## src/rtl/conv_ctrl_pkg.sv

```systemverilog
// ---------------------------------------------------------------------------
// conv_ctrl_pkg
// Shared definitions for the convolution stream controller and its
// neighbours (weight_loader, data_accumulator):
//   - state_t : frame sequencer state encoding (also exported on `state`)
//   - wbeats(): bus beats needed to carry one KxK weight kernel
//   - rbeats(): bus beats needed to carry one K-pixel input row slice
// ---------------------------------------------------------------------------
package conv_ctrl_pkg;

  typedef enum logic [1:0] {
    ST_IDLE   = 2'd0,
    ST_LOAD_W = 2'd1,
    ST_STREAM = 2'd2,
    ST_DRAIN  = 2'd3
  } state_t;

  function automatic int ceil_div(input int num, input int den);
    return (num + den - 1) / den;
  endfunction

  function automatic int wbeats(input int k, input int weight_w, input int bus_w);
    return ceil_div(k * k * weight_w, bus_w);
  endfunction

  function automatic int rbeats(input int k, input int data_w, input int bus_w);
    return ceil_div(k * data_w, bus_w);
  endfunction

endpackage

```

## src/rtl/hs_beat_counter.sv

```systemverilog
// ---------------------------------------------------------------------------
// hs_beat_counter
// Handshake beat counter with terminal-count compare.
//   clk, rstn : clock, asynchronous active-low reset
//   clear     : synchronous clear (wins over inc)
//   inc       : one accepted handshake this cycle
//   terminal  : number of beats that completes the sequence
//   pre       : count == terminal-1 (the next accepted beat is the last one)
//   last      : inc & pre (this cycle's beat is the terminal beat)
//   reached   : count == terminal (sequence already complete)
// ---------------------------------------------------------------------------
module hs_beat_counter #(
  parameter int WIDTH = 8
) (
  input  logic             clk,
  input  logic             rstn,
  input  logic             clear,
  input  logic             inc,
  input  logic [WIDTH-1:0] terminal,
  output logic             pre,
  output logic             last,
  output logic             reached
);

  logic [WIDTH-1:0] count;

  always_ff @(posedge clk or negedge rstn) begin
    if (!rstn) begin
      count <= '0;
    end else if (clear) begin
      count <= '0;
    end else if (inc) begin
      count <= count + WIDTH'(1);
    end
  end

  assign pre     = (count == terminal - WIDTH'(1));
  assign last    = inc & pre;
  assign reached = (count == terminal);

endmodule

```

## src/rtl/conv_stream_ctrl.sv

```systemverilog
// ---------------------------------------------------------------------------
// conv_stream_ctrl
// Frame sequencer for the convolution datapath. Owns the shared input
// stream and steers it first to the weight loader (when weights must be
// (re)loaded) and then to the data accumulator. Counts weight, input and
// output beats, flags the last output of a frame and reports status.
//   clk, rstn                      : clock, asynchronous active-low reset
//   start, abort                   : frame start pulse / abort current frame
//   cfg_rows, cfg_reload           : frame rows / force weight reload (at start)
//   s_axis_tvalid/tlast/tready     : shared input stream
//   wl_tvalid, wl_tready           : weight loader handshake
//   acc_tvalid, acc_tready, acc_enable : data accumulator handshake/enable
//   out_tvalid, out_tready         : observed output handshake
//   m_axis_tlast                   : last output of the frame
//   busy, done, err_cfg, err_len, weights_valid, state : status
// ---------------------------------------------------------------------------
module conv_stream_ctrl
  import conv_ctrl_pkg::*;
#(
  parameter int KERNEL_SIZE   = 3,
  parameter int DATA_WIDTH    = 8,
  parameter int WEIGHT_WIDTH  = 8,
  parameter int BUS_WIDTH     = 32,
  parameter int ROW_CNT_WIDTH = 16
) (
  input  logic                     clk,
  input  logic                     rstn,
  input  logic                     start,
  input  logic                     abort,
  input  logic [ROW_CNT_WIDTH-1:0] cfg_rows,
  input  logic                     cfg_reload,
  input  logic                     s_axis_tvalid,
  input  logic                     s_axis_tlast,
  output logic                     s_axis_tready,
  output logic                     wl_tvalid,
  input  logic                     wl_tready,
  output logic                     acc_tvalid,
  input  logic                     acc_tready,
  output logic                     acc_enable,
  input  logic                     out_tvalid,
  input  logic                     out_tready,
  output logic                     m_axis_tlast,
  output logic                     busy,
  output logic                     done,
  output logic                     err_cfg,
  output logic                     err_len,
  output logic                     weights_valid,
  output logic [1:0]               state
);

  localparam int WBEATS = wbeats(KERNEL_SIZE, WEIGHT_WIDTH, BUS_WIDTH);
  localparam int RBEATS = rbeats(KERNEL_SIZE, DATA_WIDTH, BUS_WIDTH);
  localparam int WCNT_W = $clog2(WBEATS + 1);
  localparam int ICNT_W = ROW_CNT_WIDTH + $clog2(RBEATS) + 1;
  localparam int OCNT_W = ROW_CNT_WIDTH;

  state_t                   st;
  logic [ROW_CNT_WIDTH-1:0] rows_lat;

  logic              rows_ok, start_ok, counting;
  logic [ICNT_W-1:0] nin;
  logic [OCNT_W-1:0] nout;
  logic              w_hs, i_hs, o_hs;
  logic              w_pre, w_last, w_reached;
  logic              i_pre, i_last, i_reached;
  logic              o_pre, o_last, o_reached;

  assign rows_ok  = (cfg_rows >= ROW_CNT_WIDTH'(KERNEL_SIZE));
  assign start_ok = (st == ST_IDLE) & start & ~abort & rows_ok;
  assign counting = (st == ST_STREAM) | (st == ST_DRAIN);

  assign nin  = ICNT_W'(rows_lat) * ICNT_W'(RBEATS);
  assign nout = rows_lat - OCNT_W'(KERNEL_SIZE - 1);

  // Steering is purely a function of the registered state, so the first
  // ready appears the cycle after start and LOAD_W->STREAM has no bubble.
  always_comb begin
    s_axis_tready = 1'b0;
    wl_tvalid     = 1'b0;
    acc_tvalid    = 1'b0;
    acc_enable    = 1'b0;
    case (st)
      ST_LOAD_W: begin
        wl_tvalid     = s_axis_tvalid;
        s_axis_tready = wl_tready;
      end
      ST_STREAM: begin
        acc_tvalid    = s_axis_tvalid;
        s_axis_tready = acc_tready;
        acc_enable    = 1'b1;
      end
      default: ;
    endcase
  end

  assign w_hs = (st == ST_LOAD_W) & s_axis_tvalid & wl_tready;
  assign i_hs = (st == ST_STREAM) & s_axis_tvalid & acc_tready;
  // Outputs beyond the expected count are not counted, so a frame whose
  // outputs finish early still leaves the counter parked at NOUT.
  assign o_hs = counting & out_tvalid & out_tready & ~o_reached;

  assign m_axis_tlast = out_tvalid & counting & o_pre;
  assign busy         = (st != ST_IDLE);
  assign state        = st;

  hs_beat_counter #(.WIDTH(WCNT_W)) u_wcnt (
    .clk      (clk),
    .rstn     (rstn),
    .clear    (start_ok),
    .inc      (w_hs),
    .terminal (WCNT_W'(WBEATS)),
    .pre      (w_pre),
    .last     (w_last),
    .reached  (w_reached)
  );

  hs_beat_counter #(.WIDTH(ICNT_W)) u_icnt (
    .clk      (clk),
    .rstn     (rstn),
    .clear    (start_ok),
    .inc      (i_hs),
    .terminal (nin),
    .pre      (i_pre),
    .last     (i_last),
    .reached  (i_reached)
  );

  hs_beat_counter #(.WIDTH(OCNT_W)) u_ocnt (
    .clk      (clk),
    .rstn     (rstn),
    .clear    (start_ok),
    .inc      (o_hs),
    .terminal (nout),
    .pre      (o_pre),
    .last     (o_last),
    .reached  (o_reached)
  );

  // Compare-outputs that this controller does not need.
  logic unused_cnt;
  assign unused_cnt = &{1'b0, w_pre, w_reached, i_pre, i_reached};

  always_ff @(posedge clk or negedge rstn) begin
    if (!rstn) begin
      st            <= ST_IDLE;
      rows_lat      <= '0;
      weights_valid <= 1'b0;
      err_len       <= 1'b0;
      done          <= 1'b0;
      err_cfg       <= 1'b0;
    end else begin
      done    <= 1'b0;
      err_cfg <= 1'b0;
      if (abort) begin
        // A partially loaded kernel is unusable, so drop weights_valid.
        st <= ST_IDLE;
        if (st == ST_LOAD_W) weights_valid <= 1'b0;
      end else begin
        case (st)
          ST_IDLE: begin
            if (start) begin
              if (rows_ok) begin
                rows_lat <= cfg_rows;
                err_len  <= 1'b0;
                st       <= (cfg_reload || !weights_valid) ? ST_LOAD_W : ST_STREAM;
              end else begin
                err_cfg <= 1'b1;
              end
            end
          end
          ST_LOAD_W: begin
            if (w_last) begin
              weights_valid <= 1'b1;
              st            <= ST_STREAM;
            end
          end
          ST_STREAM: begin
            // tlast must coincide with the counted final beat; the frame
            // still ends by count either way.
            if (i_hs && (s_axis_tlast != i_last)) err_len <= 1'b1;
            if (i_last) st <= ST_DRAIN;
          end
          ST_DRAIN: begin
            if (o_last || o_reached) begin
              done <= 1'b1;
              st   <= ST_IDLE;
            end
          end
          default: st <= ST_IDLE;
        endcase
      end
    end
  end

endmodule

```

## config.mk

```make
export PLATFORM = sky130hd
export DESIGN_NAME = conv_stream_ctrl
export DESIGN_NICKNAME = d
export VERILOG_FILES = /design/src/rtl/conv_ctrl_pkg.sv /design/src/rtl/hs_beat_counter.sv /design/src/rtl/conv_stream_ctrl.sv
export SDC_FILE = /design/constraint.sdc
export NUM_CORES = 1
export LEC_CHECK = 0
export CAP_MARGIN = 20
export CORE_UTILIZATION = 45
export CTS_CLUSTER_DIAMETER = 40
export DETAILED_ROUTE_END_ITERATION = 10
export DONT_BUFFER_PORTS = 1
export GPL_TIMING_DRIVEN = 0
export PLACE_DENSITY = 0.65
export SLEW_MARGIN = 0
export SYNTH_ARGS = -nofsm -noshare
export SYNTH_HDL_FRONTEND = slang
export SYNTH_HIERARCHICAL = 1
export SYNTH_SLANG_ARGS = --single-unit
```

## constraint.sdc

```tcl
create_clock -name clk -period 4.4 [get_ports clk]
set_input_delay 0.88 -clock clk [delete_from_list [all_inputs] [get_ports clk]]
set_output_delay 0.88 -clock clk [all_outputs]
set_load 0.02 [all_outputs]
```

### Yosys cells after proc, flatten, opt, wreduce, memory -nomap -nowiden

Index checks and enable logic that the tools add are counted.

| word-level totals | value |
|---|---|
| flip-flop bits (word level) | 57 |
| memory bits (writable) | 0 |
| latch bits | 0 |
| memories kept | 0 |
| output and inout bits | 12 |
| memory bits (read-only) | 0 |
| word-level logic and storage cells | 97 |
| input bits | 27 |

| operators by class | value |
|---|---|
| equal/unequal tests | 16 |
| divide/modulo/power cells | 0 |
| reductions and logical operators | 15 |
| order comparisons | 1 |
| mux-type cells | 33 |
| shift-type cells | 0 |
| bitwise operators | 17 |
| add/sub/neg operators | 6 |
| multipliers | 0 |

Operator list:

| kind | number |
|---|---|
| two-way mux 17 bit | 2 |
| == test 16 bit | 2 |
| two-way mux 16 bit | 2 |
| two-way mux 2 bit | 9 |
| adder 17 x 1 -> 17 bit (second input constant) | 1 |
| == test 17 bit | 1 |
| two-way mux 1 bit | 17 |
| subtractor 16 x 1 -> 17 bit (second input constant) | 1 |
| adder 16 x 1 -> 16 bit (second input constant) | 1 |
| >= comparator 16 x 2 -> 1 bit (second input constant) | 1 |
| subtractor 16 x 1 -> 16 bit (second input constant) | 1 |
| subtractor 16 x 2 -> 16 bit (second input constant) | 1 |
| AND 1 bit | 14 |
| nonzero test 2 bit | 6 |
| AND reduction 5 bit | 2 |
| inequality test 3 bit (second input constant) | 3 |
| case mux 2 bit (4 select lines) | 1 |
| == test 2 bit (second input constant) | 3 |
| inequality test 3 x 2 -> 1 bit (second input constant) | 2 |
| inequality test 2 bit (second input constant) | 2 |
| case mux 1 bit (2 select lines) | 2 |
| AND reduction 4 bit | 1 |
| adder 2 x 1 -> 2 bit (second input constant) | 1 |
| == test 2 x 1 -> 1 bit (second input constant) | 1 |
| 9 further kinds | 11 |

### Logic depth before layout (Yosys ltp)

| logic depth | value |
|---|---|
| word-level depth | 10 |
| mapped depth | 16 |
| depth with buffers taken out | 15 |

### Modules after synthesis

The synthesis kept the hierarchy.

Modules (own cells, without submodules):

| module | cells an instance | seq. area each (µm²) | area an instance (µm²) | instances |
|---|---|---|---|---|
| hs_beat_counter (u_icnt) | 174 | 425.4 | 1458.9 | 1 |
| conv_stream_ctrl | 128 | 550.5 | 1361.3 | 1 |
| hs_beat_counter (u_ocnt) | 162 | 400.4 | 1341.3 | 1 |
| hs_beat_counter (u_wcnt) | 15 | 50.0 | 155.1 | 1 |

### Worst setup path after synthesis

OpenSTA, ideal clock, no wires.

| timing | value |
|---|---|
| path type | register -> output |
| from | register rows_lat[5] |
| to | output m_axis_tlast |
| required time | 3.520 ns |
| buffers on the path | 0 |
| setup slack | 0.579 ns |
| arrival time | 2.941 ns |
| cell stages (with the launch flop) | 12 |
| cell sequence | dfrtp_1 -> nor3_1 -> nand2_1 -> or3_1 -> xnor2_1 -> nor4_1 -> o211ai_1 -> or3_1 -> nor4b_2 -> and2_2 -> inv_1 -> nor2_1 |

| on the way | value |
|---|---|
| longest elaborated chain between the ends | 4 |

Ends and longest elaborated chain:

| item | line | source |
|---|---|---|
| start: declaration | conv_stream_ctrl.sv:58 | `logic [ROW_CNT_WIDTH-1:0] rows_lat;` |
| start signal: assignment | conv_stream_ctrl.sv:163 | `rows_lat <= cfg_rows;` |
| subtractor 16 x 2 -> 16 bit | conv_stream_ctrl.sv:73 | `assign nout = rows_lat - OCNT_W'(KERNEL_SIZE - 1);` |
| net nout[8] | conv_stream_ctrl.sv:62 | `logic [OCNT_W-1:0] nout;` |
| subtractor 16 x 1 -> 16 bit | hs_beat_counter.sv:37 | `assign pre = (count == terminal - WIDTH'(1));` |
| == test 16 bit | hs_beat_counter.sv:37 |  |
| net o_pre | conv_stream_ctrl.sv:66 | `logic o_pre, o_last, o_reached;` |
| AND 1 bit | conv_stream_ctrl.sv:102 | `assign m_axis_tlast = out_tvalid & counting & o_pre;` |
| end: declaration | conv_stream_ctrl.sv:42 | `output logic m_axis_tlast,` |

The timed path passes the listed nets, and every way through them passes these cells.

### Worst setup path in the final report

| timing | value |
|---|---|
| from | register rows_lat[1] |
| to | output m_axis_tlast |

The elaborated chain is that of the path after synthesis.

==> out/results.tsv <==
metric	value	unit
status	completed	
grt_util_met1	30.1	%
final_antenna_net_count	0	
seqCellArea	1430	um^2
final_common_cell	nor2_1	
fin_area	4590	um^2
finalSetupTns	0	ps
drt_iter0_drc	193	
netlist_area	4210	um^2
syn_inst	464	
wire_per_inst	16.1	um
cp-start-kind	register	
synth_warnings	6	
cts_tree	done	
cap_violations	0	
mostFrequentLayoutCells	62 x nor2_1, 54 x xor2_1, 54 x dfrtp_1	
port_buffers	0	
setup_viol_count_final	0	
instances_no_fill	589	
min_period_over_period	96.1	%
dieHeight	98.7	um
cts_made_buffers	9	
dp.cells	574	
power.leakage	1.94	nW
wl	9470	um
hold_viol_final	0	
multi_input_area	2720	um^2
die_w	98.7	um
viasPerCell	5.67	
place_area	4350	um^2
cp-startpoint	rows_lat[1]$_DFFE_PN0P_	
vias	3341	
clock_latency	340	ps
gr-usage-all-layers	21.0	%
crit_required	3520	ps
cts-root-buf	clkbuf_8	
cp-end-kind	output port	
grt_remaining_overflow	0	
use_met2	31.2	%
hp-class	in -> async	
worstMarginPinSlew	655	ps
nFillCells	820	
grt_busiest_layer	met2	
nets	514	
fmax	237	MHz
antenna_found_initial	0	
gp_congestion	0.856	
clkTransAtPathRegs	70	ps
skew	10.5	ps
num_rows	34	
htreeDepth	3	
r2r-start	rows_lat[4]$_DFFE_PN0P_	
slew_headroom	55.9	%
area_growth	9.03	%
dp_hpwl	7090	um
place_ws	138	ps
slew_violations	0	
ir_worst_vdd	0.315	mV
drtPass1Iterations	5	
grt_pass1_vias	3310	
arrival	3350	ps
die-area	9750	um^2
ios	39	
worst_slack	173	ps
period_minus_slack	4230	ps
p_total	2.36	mW
initial_core_util	47.4	%
path_class	reg -> out	
antennaDiodeCount	0	
drive_gt1_share	12.1	%
cts.sink_count	57	
grt_first_pass_wirelength	16100	um
drc	0	
core-area	8890	um^2
cellPowerDensity	513	nW/um^2
grtUsageMet3	5.11	%
grt_max_degree	58	
syn_avg_cell_area	9.08	um^2
cts_buffer_depth	2	
cp_max_fo	7	
state kept, by name (all words and copies together), names as in the netlist:
register / flops
u_icnt/count: 17
rows_lat: 16
u_ocnt/count: 16
state: 2
u_wcnt/count: 2
done: 1
err_cfg: 1
err_len: 1
weights_valid: 1
per-stage QoR:
step | util, % | hold slack [ps]
2_1_floorplan | - | 524
3_3_place_gp | 49.0 | 544
3_5_place_dp | 49.0 | 568
4_1_cts | 50.8 | 208
5_1_grt | 51.6 | 208
6_report | 51.6 | 227
power by group:
part	internal, mW	switching (mW)	total (mW)
clock	0.195	0.209	0.404
combinational	0.497	0.603	1.10
sequential	0.616	0.236	0.852
area by class of cell:
type	count	area share (%)
well taps	108	2.94
inverters	17	1.39
flip-flops and latches	57	31.1
plain buffers	17	1.80
multi-input cells	375	59.3
clock buffers	10	2.78
clock inverters	4	0.490
repair buffers	1	0.163
per-layer routing:
metal | up-vias | part of all wire [%]
li1 | 1646 | -
met1 | 1598 | 51
met2 | 84 | 42
met3 | 13 | 5.6
met4 | 0 | 1.3
met5 | - | 0
final timing paths:
kind,end,slack (ps),cells after the start
min in group clk,u_icnt/count[16]$_DFFE_PN0P_,580,2
max in group asynchronous,u_ocnt/count[14]$_DFFE_PN0P_,4060,0
min reg2reg,u_icnt/count[16]$_DFFE_PN0P_,580,2
max,m_axis_tlast,170,12
min,u_icnt/count[15]$_DFFE_PN0P_,230,0
max reg2reg,state[1]$_DFFE_PN0P_,340,10
critical path, cell delays in order, from the launching register on:
cell      delay (ps)
dfrtp_1          470
inv_2            140
ha_1             240
nand3_2          150
nor3_2           160
xor2_1           160
nor4_2           400
o211ai_1         130
or3_1            430
nor4b_4          310
and2_2           190
inv_1             60
nor2_4           160
what timing repair did:
item	4_1_cts	5_1_grt
setup endpoints to repair	1	1
hold buffers	0	0
pin swaps	1	1
setup buffers	0	1
gates resized for setup	4	13
Note: power is estimated with default switching activity, not from simulation.
